$ cat src/rtl/render_cmd_sequencer.sv
// render_cmd_sequencer: queues CPU draw commands and replays each into the renderer's Avalon slave.
// Ports: clk/rst_n (async active-low); slave_* CPU-facing Avalon slave (addr0 push, addr1 status/clear,
// addr2 mode, addr3 frame_cnt); rnd_* Avalon master toward the renderer register interface.
// Optional SEQ_WATCHDOG_EN builds a stall watchdog (WDOG_CYCLES) that aborts a stuck command.
module render_cmd_sequencer #(
  parameter int FIFO_DEPTH  = 16,
  parameter int CNT_W       = 5,
  parameter int WDOG_CYCLES = 2000000
) (
  input  logic        clk,
  input  logic        rst_n,
  input  logic [2:0]  slave_address,
  input  logic        slave_read,
  output logic [31:0] slave_readdata,
  input  logic        slave_write,
  input  logic [31:0] slave_writedata,
  output logic        slave_waitrequest,
  output logic [3:0]  rnd_address,
  output logic        rnd_read,
  input  logic [31:0] rnd_readdata,
  output logic        rnd_write,
  output logic [31:0] rnd_writedata,
  input  logic        rnd_waitrequest
);
  localparam int AW = $clog2(FIFO_DEPTH);
  typedef enum logic [3:0] {S_IDLE, S_MODE, S_COOR, S_TEX, S_START, S_PAR, S_PCAP, S_POLL, S_PDATA} state_t;
  state_t state, state_n;
  logic [31:0] mem [FIFO_DEPTH];
  logic [AW-1:0] wr_ptr, rd_ptr;
  logic [CNT_W-1:0] count;
  logic [31:0] cmd_r, frame_cnt, status;
  logic overflow, wdog_err, mode, mode_pending, par0;
  logic empty, full, push, push_ok, pop, clr, mode_wr, abort, busy;
  logic unused_rd;
  assign unused_rd = ^rnd_readdata[31:1];
  assign empty = count == '0;
  assign full = count == CNT_W'(FIFO_DEPTH);
  assign push = slave_write && slave_address == 3'd0;
  assign push_ok = push && !full;
  assign clr = slave_write && slave_address == 3'd1;
  assign mode_wr = slave_write && slave_address == 3'd2;
  assign busy = state != S_IDLE;
  assign slave_waitrequest = 1'b0;
  assign status = {22'b0, wdog_err, overflow, busy, full, empty, 5'(count)};
  // Strobes are decoded from the state register, so they hold steady while stalled
  // and fall as soon as the state advances past an accepted transfer.
  always_comb begin
    state_n = state;
    pop = 1'b0;
    rnd_address = '0;
    rnd_read = 1'b0;
    rnd_write = 1'b0;
    rnd_writedata = '0;
    case (state)
      S_IDLE: begin
        pop = !mode_pending && !empty;
        state_n = mode_pending ? S_MODE : !empty ? S_COOR : S_IDLE;
      end
      S_MODE: begin
        rnd_write = 1'b1;
        rnd_writedata = cmd_r;
        state_n = rnd_waitrequest ? S_MODE : S_IDLE;
      end
      S_COOR: begin
        rnd_write = 1'b1;
        rnd_address = 4'd1;
        rnd_writedata = {14'b0, cmd_r[24:7]};
        state_n = rnd_waitrequest ? S_COOR : S_TEX;
      end
      S_TEX: begin
        rnd_write = 1'b1;
        rnd_address = 4'd2;
        rnd_writedata = {25'b0, cmd_r[6:0]};
        state_n = rnd_waitrequest ? S_TEX : S_START;
      end
      S_START: begin
        rnd_write = 1'b1;
        rnd_address = 4'd4;
        state_n = rnd_waitrequest ? S_START : S_PAR;
      end
      S_PAR: begin
        rnd_read = 1'b1;
        rnd_address = 4'd3;
        state_n = rnd_waitrequest ? S_PAR : S_PCAP;
      end
      S_PCAP: state_n = cmd_r[31] ? S_POLL : S_IDLE;
      S_POLL: begin
        rnd_read = 1'b1;
        rnd_address = 4'd3;
        state_n = rnd_waitrequest ? S_POLL : S_PDATA;
      end
      S_PDATA: state_n = rnd_readdata[0] != par0 ? S_IDLE : S_POLL;
      default: state_n = S_IDLE;
    endcase
  end
`ifdef SEQ_WATCHDOG_EN
  logic [31:0] wdog_cnt;
  assign abort = busy && state_n == state && wdog_cnt == 32'(WDOG_CYCLES - 1);
  always_ff @(posedge clk or negedge rst_n)
    if (!rst_n) wdog_cnt <= '0;
    else wdog_cnt <= (!busy || state_n != state || abort) ? '0 : wdog_cnt + 32'd1;
`else
  assign abort = 1'b0;
`endif
  always_ff @(posedge clk)
    if (push_ok) mem[wr_ptr] <= slave_writedata;
  always_ff @(posedge clk or negedge rst_n)
    if (!rst_n) begin
      state <= S_IDLE;
      wr_ptr <= '0;
      rd_ptr <= '0;
      count <= '0;
      cmd_r <= '0;
      frame_cnt <= '0;
      overflow <= 1'b0;
      wdog_err <= 1'b0;
      mode <= 1'b0;
      mode_pending <= 1'b0;
      par0 <= 1'b0;
      slave_readdata <= '0;
    end else begin
      state <= abort ? S_IDLE : state_n;
      if (push_ok) wr_ptr <= wr_ptr + AW'(1);
      if (pop) rd_ptr <= rd_ptr + AW'(1);
      count <= count + CNT_W'(push_ok) - CNT_W'(pop);
      overflow <= (push && full) ? 1'b1 : clr ? 1'b0 : overflow;
      wdog_err <= abort ? 1'b1 : clr ? 1'b0 : wdog_err;
      if (mode_wr) mode <= slave_writedata[0];
      mode_pending <= mode_wr ? 1'b1 : (state == S_MODE && !rnd_waitrequest) ? 1'b0 : mode_pending;
      // The mode word is snapshotted into cmd_r so its data stays stable if the CPU rewrites mode mid-stall.
      cmd_r <= pop ? mem[rd_ptr] : (state == S_IDLE && mode_pending) ? {31'b0, mode} : abort ? '0 : cmd_r;
      if (state == S_PCAP) par0 <= rnd_readdata[0];
      if (state == S_PDATA && rnd_readdata[0] != par0) frame_cnt <= frame_cnt + 32'd1;
      slave_readdata <= !slave_read ? '0 : slave_address == 3'd1 ? status : slave_address == 3'd3 ? frame_cnt : '0;
    end
endmodule

$ cat config.mk
export PLATFORM = sky130hd
export DESIGN_NAME = render_cmd_sequencer
export DESIGN_NICKNAME = d
export VERILOG_FILES = /design/src/rtl/render_cmd_sequencer.sv
export SDC_FILE = /design/constraint.sdc
export NUM_CORES = 1
export LEC_CHECK = 0
export BUFFER_PORTS_ARGS = -buffer_cell sky130_fd_sc_hd__clkbuf_2
export CELL_PAD_IN_SITES_DETAIL_PLACEMENT = 1
export CELL_PAD_IN_SITES_GLOBAL_PLACEMENT = 2
export CORE_ASPECT_RATIO = 0.5
export CORE_UTILIZATION = 46
export DETAILED_ROUTE_END_ITERATION = 12
export GPL_ROUTABILITY_DRIVEN = 0
export PLACE_DENSITY = 0.88
export SYNTH_ARGS = -nofsm -noshare
export SYNTH_HDL_FRONTEND = slang
export SYNTH_SLANG_ARGS = --single-unit
$ cat constraint.sdc
create_clock -name clk -period 6.99 [get_ports clk]
set_clock_uncertainty 0.1 [all_clocks]
set_input_delay 0.3495 -clock clk [delete_from_list [all_inputs] [get_ports clk]]
set_output_delay 0.3495 -clock clk [all_outputs]
set_load 0.1 [all_outputs]
==> flow_summary.yaml, run 1 <==
status:
  status: "finished clean"
detailed_routing:
  viasPerCell: 6.08
  wire_per_inst_um: 26.9
  route.detailed.drc: 0
  drtAntennaViolNets: 0
  drtIter0Drc: 1298
  num_vias: 15167
  drt_pass1_iterations: 7
  wl_um: 67000
floorplan:
  num_rows: 61
  dieArea_mm2: 0.0579
  die-height_um: 171
  start_util_pct: 46.8
  design.core.area_mm2: 0.0559
  ioPinCount: 143
  die_w_um: 339
final_layout:
  stdcell_count: 2495
  final_core_util_pct: 52.5
  final_area_mm2: 0.0293
  areaGrowthSynthToFinish_pct: 12.1
  antenna_cells: 0
  layout-drive-gt1-share_pct: 23.6
  final_nets: 1778
clock_network:
  insertion_delay_ps: 610
  postCtsSetupBuffers: 0
  tritoncts: "done"
  cts_buffer_depth: 3
  cts.sinks: 629
  cts_buffers: 55
  cts_resized: 0
  htreeDepth: 2
  clk_root_buffer_cell: "clkbuf_16"
  clkTransAtPathRegs_ps: 70
global_route:
  grt_overflow: 0
  antenna_found_initial: 1
  grt_max_degree: 140
  grt_pass1_wl_um: 101000
  grt_pass1_vias: 15997
  grt_usage_pct: 23.3
run:
  maxCapViolCount: 0
yosys:
  yosysTopAreaCell: "edfxtp_1"
  synthArstFlopShare_pct: 18.6
  synth.area.top_cells: "edfxtp_1 (59%), dfrtp_1 (11%), mux4_2 (5.8%)"
  yosysMostFrequentCell: "edfxtp_1"
  syn_avg_cell_area_um2: 16.4
  synth_top_area_share_pct: 58.8
  syn_inst: 1600
  synth_cell_types: 54
  synth-seq-cells: 629
  ys_top_cells_by_count: "edfxtp_1 (512), dfrtp_1 (117), mux2_2 (97)"
  ys_warn_count: 0
  synth_edf_count: 512
  synthFlopType: "edfxtp_1"
  seq_area_frac_synth_pct: 69.9
  synth_area_mm2: 0.0262
power_and_ir_drop:
  leakagePower_nw: 10.1
  power_density_mw_per_mm2: 380
  irDropWorstVdd_v: 0.000341
setup_path:
  cp.arrival_ps: 3580
  start_kind: "register"
  end_kind: "output pin"
  crit_fanout: 32
  setup.worst_path.class: "register to output pin"
  cp.required_ps: 6540
timing:
  slew_headroom_pct: 17.3
  max_freq_ghz: 0.248
  post-route-period-util_pct: 57.7
  post-route-min-period_ps: 4030
  timing_hold_violations_final: 0
  rsz0062_at_grt: "no"
  setup_viol: 0
  drv_slew: 0
  setup_tns_ps: 0
  tightest_slew_ps: 1240
worst_hold_path:
  hold_path.class: "input pin to register"
placed_design:
  place.detailed.hpwl_um: 36100
  dpl.cell_count: 2387
  place_area_mm2: 0.0276
  port_buffers: 109
## power by group
part	internal, mW	switching, mW	leakage [nW]
combinational	1.37	2.18	3.08
sequential	4.22	0.395	6.16
clock	1.64	1.35	0.831
total	7.23	3.92	10.1
## cells in the final DEF (no fill, tap or decap), types with 9 or more instances in the layout
| cell type | n |
|---|---|
| nor2_1 | 20 |
| and2_1 | 38 |
| nand2b_1 | 33 |
| o211ai_1 | 31 |
| o41ai_1 | 31 |
| ha_1 | 12 |
| o21ai_0 | 69 |
| edfxtp_1 | 512 |
| nand4_1 | 18 |
| mux2_2 | 97 |
| nand2_1 | 50 |
| clkbuf_16 | 55 |
| inv_1 | 20 |
| mux2i_1 | 68 |
| nand3_1 | 12 |
| xnor2_1 | 35 |
| a31oi_1 | 34 |
| xor2_1 | 9 |
| mux4_2 | 67 |
| a21oi_1 | 40 |
| a221oi_1 | 31 |
| buf_4 | 29 |
| o22ai_1 | 31 |
| clkbuf_1 | 29 |
| dfrtp_1 | 109 |
| a21boi_0 | 31 |
| a22o_1 | 18 |
| clkbuf_2 | 108 |
## cells by family after synthesis
group / after synthesis / synth area share [%]
other: 1 / 0.0143
adders and majority gates: 13 / 0.650
muxes: 232 / 12.5
DFF: 629 / 69.9
xor gates and xnor gates: 44 / 1.47
and+or+nand+nor: 229 / 5.00
buffers and inverters: 130 / 2.10
AOI/OAI and AO/OA: 322 / 8.27
## final cells by class
class / instances / area [um^2]
Tap cell: 756 / 946
Sequential cell: 629 / 18300
Inverter: 20 / 75.1
Multi-Input combinational cell: 842 / 7410
Clock inverter: 13 / 158
Fill cell: 5265 / 26500
Clock buffer: 90 / 1560
Timing Repair Buffer: 145 / 860
## path summary, 6_finish.rpt
check,start,end,slack (ps),depth (start not counted)
setup / recovery,state[0]$_DFF_PN0_,rnd_writedata[4],2960,4
hold / removal,slave_writedata[2],mem[1][2]$_DFFE_PP_,40,1
setup reg to reg,count[2]$_DFF_PN0_,mem[9][15]$_DFFE_PP_,3410,8
hold reg to reg,frame_cnt[31]$_DFFE_PN0P_,frame_cnt[31]$_DFFE_PN0P_,360,1
max in group asynchronous,rst_n,rd_ptr[1]$_DFFE_PN0P_,5190,3
min in group asynchronous,rst_n,par0$_DFFE_PN0N_,260,2
## metrics by stage
stage	worst slack (ps)	power (mW)	hold WS, ps
after floorplan	2020	7.22	-46.1
after global placement	3500	8.07	322
after detailed placement	3390	8.18	326
after CTS	3030	11.2	4.00
after global routing	2920	11.6	38.6
final	2960	11.2	37.2
## worst max-delay path, stage by stage (launching register included)
cell and delay [ps]:
dfrtp_2 620, buf_4 440, nor3b_1 1040, a22o_1 360, clkbuf_2 480
## registers in the layout, summed over array words and instances, names as in the netlist, 4 cells and up
name	cells
count	5
cmd_r	32
wr_ptr	4
slave_readdata	32
rd_ptr	4
mem	512
frame_cnt	32
state	4
## what timing repair did
action	in CTS	in global routing
hold endpoints to repair	71	0
endpoints found under the setup margin	0	0
hold buffers	5	0
## per-layer routing
metal | vias to the layer above | wire (um) | track usage, %
li1 | 6528 | - | -
met1 | 8000 | 28900 | 32.3
met2 | 539 | 32100 | 38.2
met3 | 98 | 4650 | 4.26
met4 | 2 | 1320 | 6.25
met5 | - | 13 | 0
Power figures use the tool's default switching activity.
==> run 2, diff against run 1 <==
- clock period: 6.99 -> 4 ns (I/O delays scaled with it)
==> run 2 against run 1 <==
Against the previous run: clock power is 84% higher; largest cell class unchanged; worst setup slack worse by 2400 ps; count of clock-buffer cells in the layout is 16 lower; total power is 80% higher; die area stayed put; hold slack better by 33 ps; routed wire length is 4.0% higher.
==> flow_summary.yaml, run 2 (synthesized netlist as in run 1, its figures left out) <==
worst_hold_path:
  hp-start: "slave_read"
  min_to: "slave_readdata[6]$_DFF_PN0_"
  hold_path.class: "input pin to register"
  holdPathStages: 3
clock_network:
  insertion_delay_ps: 620
  cts_buffers: 56
  cts.sinks: 629
  htreeDepth: 2
  cts_resized: 0
  cts_buffer_depth: 3
  clk_root_buffer_cell: "clkbuf_16"
  tritoncts: "done"
  postCtsSetupBuffers: 0
  clkTransAtPathRegs_ps: 70
final_layout:
  antenna_cells: 0
  fillers: 5195
  final_area_mm2: 0.0301
  areaGrowthSynthToFinish_pct: 15.0
  final_nets: 1836
  layout-drive-gt1-share_pct: 25.0
  stdcell_count: 2554
  largest_register_ffs: 512
  layout_commonest_cell: "edfxtp_1"
  top_register: "mem"
  most-common-layout-cells: "edfxtp_1 (512), dfrtp_1 (109), clkbuf_2 (108)"
timing:
  timing_hold_violations_final: 0
  fin_ws_ps: 519
  max_freq_ghz: 0.287
  post-route-min-period_ps: 3480
  drv_slew: 0
  post-route-period-util_pct: 87.0
  rsz0062_at_grt: "no"
  setup_viol: 0
  setup_tns_ps: 0
  slew_headroom_pct: 10.8
  tightest_slew_ps: 1340
setup_path:
  critPathMaxStageDelay_ps: 550
  crit_chain: "buf_4, nor4b_2, buf_4, inv_1, nor2_1, clkbuf_2"
  end_kind: "output pin"
  cp.arrival_ps: 3180
  cp_top_family: "buffers and inverters"
  crit_path_top_delay_cell: "buf_4"
  reg2reg_depth: 14
  path_buf_inv: 4
  setup.worst_path.class: "register to output pin"
  r2r_start: "count[3]$_DFF_PN0_"
  start_kind: "register"
  worstReg2RegEnd: "count[4]$_DFF_PN0_"
  rrSetupSlack_ps: 590
  cp.required_ps: 3700
  crit_fanout: 44
  critPathMostFrequentCell: "buf_4"
power_and_ir_drop:
  irDropWorstVdd_v: 0.000633
  pwr-share-seq_pct: 40.5
  power_density_mw_per_mm2: 668
  power_mw: 20.1
  p_sw_share_pct: 35.5
  power_frac_clock_pct: 27.4
  p_sw_mw: 7.13
  intPower_mw: 13.0
  p_comb_share_pct: 32.1
  leakagePower_nw: 10.4
detailed_routing:
  drtIter0Drc: 1572
  wl_met2_um: 32800
  wirelength_met1_um: 29000
  wire_per_inst_um: 27.3
  num_vias: 15691
  drt_pass1_iterations: 5
  viasPerCell: 6.14
  wl_met3_um: 6080
  drtAntennaViolNets: 0
  wl_um: 69700
  route.detailed.drc: 0
  topRoutingLayerUsed: "met4"
global_route:
  antenna_found_initial: 0
  grt_pass1_wl_um: 104000
  grt_pass1_vias: 16286
  grt_usage_pct: 24.1
  grt_max_degree: 89
  grt_overflow: 0
floorplan:
  die_w_um: 339
  ioPinCount: 143
  design.core.area_mm2: 0.0559
  die-height_um: 171
  dieArea_mm2: 0.0579
  num_rows: 61
  start_util_pct: 46.8
placed_design:
  place_area_mm2: 0.0278
  dp_slack_ps: 623
  port_buffers: 109
  dpl.cell_count: 2411
  place.detailed.hpwl_um: 39700
run:
  maxCapViolCount: 0
status:
  status: "finished clean"
[run 2: cell types whose count changed in the layout (fill, tap and decap cells not counted), moves of 2 or more]
cell / change
buf_12: +8
buf_4: +16
bufinv_16: +2
clkbuf_1: -18
clkbuf_16: +2
clkinv_1: +5
clkinv_2: +6
clkinv_8: -2
clkinvlp_2: +2
clkinvlp_4: +2
dlygate4sd3_1: +33
inv_16: +2
[run 2: final cells by class]
| type | instances | area, um^2 | area share (%) |
|---|---|---|---|
| tap | 756 | 946 | 3.14 |
| clock buffer | 74 | 1550 | 5.15 |
| multi-input combinational | 842 | 7410 | 24.6 |
| timing repair buffer | 202 | 1470 | 4.89 |
| inverter | 20 | 75.1 | 0.250 |
| sequential | 629 | 18300 | 60.9 |
| clock inverter | 31 | 308 | 1.02 |
[run 2: power by group through the flow]
stage	logic (mW)	registers (mW)	clock network, mW
after floorplan	4.93	7.69	0
after global placement	6.07	8.23	0
after detailed placement	6.28	8.26	0
after CTS	6.41	8.12	5.59
after global routing	6.84	8.18	5.81
final	6.46	8.14	5.51
[run 2: metrics by stage]
step           util, %  hold WS (ps)
6_report          53.8          70.2
5_1_grt           53.8          67.1
4_1_cts           53.8          45.0
3_5_place_dp      49.8           291
3_3_place_gp      49.8           297
2_1_floorplan        -          -196
[run 2: repair_timing]
item / CTS / global route
setup endpoints to repair: 0 / 0
endpoints found under the hold margin: 610 / 0
hold buffers: 38 / 0
[run 2: tightest hold or removal path, delay by kind of cell]
kind                   cells  cell delay (ps)
AND/OR/NAND/NOR            1              390
buffers and inverters      1               80
AO/OA/AOI/OAI              1               80
[run 2: how the worst max path moves through the flow]
| stage | from | end | slack, ps | depth (start not counted) |
|---|---|---|---|---|
| global route | count[3]$_DFF_PN0_ | count[4]$_DFF_PN0_ | 340 | 14 |
| detailed placement | count[3]$_DFF_PN0_ | count[4]$_DFF_PN0_ | 620 | 14 |
| floorplan | count[2]$_DFF_PN0_ | mem[1][0]$_DFFE_PP_ | -940 | 6 |
| global placement | count[3]$_DFF_PN0_ | count[4]$_DFF_PN0_ | 640 | 14 |
| finish | state[0]$_DFF_PN0_ | rnd_writedata[31] | 520 | 6 |
| CTS | state[0]$_DFF_PN0_ | rnd_writedata[31] | 530 | 6 |
[run 2: per-layer routing]
metal / vias to the layer above / GRT usage [%]
li1: 6641 / -
met1: 8219 / 33.6
met2: 710 / 39.0
met3: 121 / 4.19
met4: 0 / 7.44
met5: - / 0
